## config.mk

```make
export PLATFORM = sky130hd
export DESIGN_NAME = regfile_scoreboard
export DESIGN_NICKNAME = d
export VERILOG_FILES = /design/src/rtl/regfile_scoreboard.sv
export SDC_FILE = /design/constraint.sdc
export NUM_CORES = 1
export LEC_CHECK = 0
export ABC_CLOCK_PERIOD_IN_PS = 3900
export BUFFER_PORTS_ARGS = -buffer_cell sky130_fd_sc_hd__buf_2
export CAP_MARGIN = 5
export CORE_ASPECT_RATIO = 0.75
export CORE_UTILIZATION = 57
export CTS_CLUSTER_DIAMETER = 100
export DETAILED_ROUTE_END_ITERATION = 12
export PLACE_DENSITY = 0.77
export SLEW_MARGIN = 20
export SYNTH_ARGS = -nofsm -noshare
export SYNTH_HDL_FRONTEND = slang
export SYNTH_SLANG_ARGS = --single-unit
```

## constraint.sdc

```tcl
create_clock -name CLK -period 3.9 [get_ports CLK]
set_input_delay 0.78 -clock CLK [delete_from_list [all_inputs] [get_ports CLK]]
set_output_delay 0.78 -clock CLK [all_outputs]
set_load 0.02 [all_outputs]
```

## src/rtl/regfile_scoreboard.sv

```systemverilog
// Register file (2^ADDR_W x WIDTH) with post-reset clear engine and per-register busy scoreboard.
// Latency: combinational reads, writes/reserves visible one edge later; output_ready after DEPTH edges.
// Backpressure: none; writes and reserves are dropped while clearing. Optional macro: REGFILE_BYPASS_EN.
module regfile_scoreboard #(
    parameter int WIDTH    = 16,
    parameter int ADDR_W   = 3,
    parameter int ZERO_REG = 0
) (
    input  logic              CLK,
    input  logic              Reset,
    input  logic [ADDR_W-1:0] input_reg_readA_address,
    input  logic [ADDR_W-1:0] input_reg_readB_address,
    input  logic              input_reg_write,
    input  logic [ADDR_W-1:0] input_reg_write_address,
    input  logic [WIDTH-1:0]  input_reg_write_value,
    input  logic              input_reg_reserve,
    input  logic [ADDR_W-1:0] input_reg_reserve_address,
    output logic [WIDTH-1:0]  output_reg_A,
    output logic [WIDTH-1:0]  output_reg_B,
    output logic              output_reg_A_busy,
    output logic              output_reg_B_busy,
    output logic              output_ready
);

    localparam int DEPTH = 1 << ADDR_W;
    localparam logic [ADDR_W:0] LAST_IDX = (ADDR_W + 1)'(DEPTH - 1);

    typedef enum logic {
        CLEAR,
        READY
    } state_t;

    state_t            state;
    state_t            state_nxt;
    logic [ADDR_W:0]   clr_idx;
    logic [ADDR_W:0]   clr_idx_nxt;
    logic [WIDTH-1:0]  regs [DEPTH];
    logic [DEPTH-1:0]  busy;
    logic              wr_en;
    logic              rsv_en;
    logic [ADDR_W-1:0] rd_addr [2];
    logic [WIDTH-1:0]  rd_dat  [2];
    logic              rd_bsy  [2];

    always_ff @(posedge CLK) begin
        if (Reset) begin
            state   <= CLEAR;
            clr_idx <= '0;
        end else begin
            state   <= state_nxt;
            clr_idx <= clr_idx_nxt;
        end
    end

    always_comb begin
        state_nxt   = state;
        clr_idx_nxt = clr_idx;
        if (state == CLEAR) begin
            clr_idx_nxt = clr_idx + 1'b1;
            if (clr_idx == LAST_IDX) begin
                state_nxt = READY;
            end
        end
    end

    // Hard-wired zero register swallows writes and reserves so it never goes busy.
    assign wr_en  = (state == READY) && input_reg_write &&
                    !((ZERO_REG != 0) && (input_reg_write_address == '0));
    assign rsv_en = (state == READY) && input_reg_reserve &&
                    !((ZERO_REG != 0) && (input_reg_reserve_address == '0));

    // Contents deliberately survive Reset; only the clear walk zeroes them.
    always_ff @(posedge CLK) begin
        if (!Reset) begin
            if (state == CLEAR) begin
                regs[clr_idx[ADDR_W-1:0]] <= '0;
            end else if (wr_en) begin
                regs[input_reg_write_address] <= input_reg_write_value;
            end
        end
    end

    // Reserve is applied after the write so a same-address pair leaves the newer producer pending.
    always_ff @(posedge CLK) begin
        if (Reset) begin
            busy <= '0;
        end else begin
            if (wr_en) begin
                busy[input_reg_write_address] <= 1'b0;
            end
            if (rsv_en) begin
                busy[input_reg_reserve_address] <= 1'b1;
            end
        end
    end

    assign rd_addr[0] = input_reg_readA_address;
    assign rd_addr[1] = input_reg_readB_address;

    always_comb begin
        for (int p = 0; p < 2; p++) begin
            rd_dat[p] = regs[rd_addr[p]];
            rd_bsy[p] = busy[rd_addr[p]];
`ifdef REGFILE_BYPASS_EN
            if ((state == READY) && input_reg_write &&
                (rd_addr[p] == input_reg_write_address)) begin
                rd_dat[p] = input_reg_write_value;
                rd_bsy[p] = input_reg_reserve &&
                            (input_reg_reserve_address == rd_addr[p]);
            end
`endif
            if ((state != READY) || ((ZERO_REG != 0) && (rd_addr[p] == '0))) begin
                rd_dat[p] = '0;
                rd_bsy[p] = 1'b0;
            end
        end
    end

    assign output_reg_A      = rd_dat[0];
    assign output_reg_B      = rd_dat[1];
    assign output_reg_A_busy = rd_bsy[0];
    assign output_reg_B_busy = rd_bsy[1];
    assign output_ready      = (state == READY);

endmodule

```

==> results.json <==
{
  "critPathCaptureType": "output port",
  "fmax_mhz": 311,
  "intPower_w": 0.00264,
  "min_from": "busy[5]",
  "routed_wl_mm": 16.3,
  "status": "finished, final reports clean",
  "via_count": 4554,
  "cts.sinks": 141,
  "clock_skew_ns": 0.00965,
  "antenna_cells": 0,
  "ys.flop_type": "edfxtp_1",
  "r2r_slack_ns": 1.51,
  "fin_ws_ns": 0.683,
  "min_delay_path_depth": 2,
  "worst_setup_path_start_kind": "input pin",
  "async_flop_share_pct": 0,
  "cp_cell_sequence": "buf_2, buf_4, mux4_1, inv_1, a221oi_1, buf_2",
  "fin_crit_ns": 3.22,
  "setup_violations": 0,
  "min_to": "busy[5]",
  "grt_usage_pct": 26.4,
  "final_max_slew_viol_count": 0,
  "io_buffers": 66,
  "hold_violations": 0,
  "syn_inst": 467,
  "path_common_cell": "buf_2",
  "maxCapViolCount": 0,
  "p_sw_share_pct": 22.6,
  "period_share_pct": 82.5,
  "initial_core_util_pct": 58.4,
  "die_h_um": 99.1,
  "r2r_cells": 4,
  "power_density_nw_per_um2": 417,
  "power_frac_comb_pct": 7.8,
  "ctsHoldBuffers": 0,
  "viasPerCell": 6.30,
  "grt_pass1_wl_mm": 25.1,
  "yosys_warnings": 0,
  "mostFrequentLayoutCells": "edfxtp_1 (128), buf_2 (66), o21ai_0 (40)",
  "cp_slowest_cell": "mux4_1",
  "drc_errors": 0,
  "nets": 577,
  "ys_ff_latch": 141,
  "numCtsBuffers": 17,
  "postCtsSetupRepairBufs": 0,
  "gp_congestion": 0.944,
  "area_growth_pct": 14.6,
  "cts_tree": "done",
  "wl_per_cell_um": 22.6,
  "dr.pass1.iters": 5,
  "final_antenna_net_count": 0,
  "cts_root_buf": "clkbuf_16",
  "hp-class": "reg2reg",
  "relSlewSlack_pct": 52.9,
  "ys_types": 35,
  "layout.cells.most_common": "edfxtp_1",
  "cp_max_fo": 13,
  "p_seq_share_pct": 49.5,
  "rsz0062_at_grt": "no",
  "synth_seq_area_share_pct": 57.3,
  "cts_resized": 0,
  "drt_iter0_markers": 400,
  "switchingPower_w": 0.000771,
  "synth_fp_nets": 500,
  "grt-ovfl-total": 0,
  "die-area_um2": 13000,
  "vdd_drop_max_mv": 0.364,
  "yosys.area.top_type": "edfxtp_1",
  "dp_slack_ns": 0.498,
  "tightest_slew_ns": 0.704,
  "p_clk_share_pct": 42.7,
  "netlist_top_cells_area": "edfxtp_1 (54%), mux4_1 (5.9%), mux4_2 (5.7%)",
  "row_count": 35,
  "netlist_area_um2": 7160,
  "top_level_ports": 67,
  "whs_ns": 0.495,
  "antenna_found_initial": 0,
  "die_w_um": 131,
  "hpwl_mm": 10.3,
  "fill_cells": 874,
  "cp_slowest_stage_delay_ns": 0.61,
  "syn_avg_cell_area_um2": 15.3,
  "synth-edff-count": 128,
  "clk_path_buf_depth": 2,
  "rr_endpoint": "regs[2][6]",
  "htree_levels": 4,
  "cp.required_ns": 3.12,
  "drive_above_1_share_pct": 34.6,
  "synth.top_cell.area_share_pct": 53.7,
  "core_um2": 12300,
  "fin_setup_tns_ns": 0,
  "clkLatencyLatePin_ns": 0.42,
  "leakage_nw": 3.13,
  "clk_pin_slew_ns": 0.06,
  "timing.rr.start": "output_ready",
  "worstPathArrival_ns": 2.44,
  "grt_max_degree": 30,
  "critical_path_class": "in2out",
  "grt_pass1_vias": 4578
}
flip-flops by register name, summed over array words and instances, names as in the netlist:
register,cells
output_ready,1
clr_idx,4
regs,128
busy,8
synth_stat cells (3+ instances only):
cell type	n
a21oi_1	9
a221oi_1	16
a221oi_2	18
and2_1	16
buf_2	3
buf_4	10
buf_6	9
clkbuf_1	6
dfxtp_1	13
edfxtp_1	128
inv_1	35
mux2_2	35
mux2i_1	36
mux4_1	16
mux4_2	18
nand2_1	9
nand2b_1	7
nand3_1	3
nor2_1	15
nor2b_1	3
o21ai_0	40
power groups by stage:
stage / Clock [W] / Sequential [W] / Combinational [W]
after global placement: 0 / 0.00172 / 0.000260
after detailed placement: 0 / 0.00172 / 0.000263
after CTS: 0.00147 / 0.00169 / 0.000265
after global routing: 0.00153 / 0.00169 / 0.000282
after floorplan: 0 / 0.00172 / 0.000188
final: 0.00146 / 0.00169 / 0.000267
critical path: cells and delay by family:
kind | cells | cell delay (ns)
mux | 1 | 0.61
compound gates | 1 | 0.08
buf+inv | 4 | 0.94
through the flow:
step	std cells	area, um^2	total power (W)	util (%)
after floorplan	467	7160	0.00190	-
after global routing	723	8200	0.00351	66.9
after global placement	691	7660	0.00198	62.5
final	723	8200	0.00342	66.9
after detailed placement	691	7660	0.00198	62.5
after CTS	723	8200	0.00342	66.8
worst max-delay path by stage:
stage,start,end,cells after the start
6_report,input_reg_readA_address[1],output_reg_A[15],6
5_1_grt,input_reg_readA_address[2],output_reg_A[5],6
3_5_place_dp,input_reg_readA_address[0],output_reg_A[4],4
2_1_floorplan,input_reg_readA_address[0],output_reg_A[5],5
4_1_cts,input_reg_readA_address[0],output_reg_A[4],4
3_3_place_gp,input_reg_readA_address[0],output_reg_A[5],4
kinds of logic (layout without fill, tap and decap cells):
logic type      count (synthesis)  after routing  share of synthesized area, %
xor+xnor                        2              2                         0.245
simple gates                   61             61                          4.56
fa+ha+maj                       1              1                         0.175
buf+inv                        67            157                          5.52
mux                           107            107                          22.5
compound gates                 88             88                          9.67
flops                         141            141                          57.3
layout make-up:
cell class              count  area, um^2  area share [%]
clock buffers              18         429            5.23
clock inverters            14         104            1.27
inverters                  35         131            1.60
multi-input cells         259        2660            32.5
flip-flops and latches    141        4100            50.0
well taps                 166         208            2.53
repair buffers             90         561            6.84
per-layer routing:
metal,routed length (um),GRT usage (%),vias to the layer above
li1,-,-,2006
met1,6730,34.3,2297
met2,8040,44.2,218
met3,1090,3.81,33
met4,438,13.1,0
met5,0,0,-
Note: power is estimated with default switching activity, not from simulation.
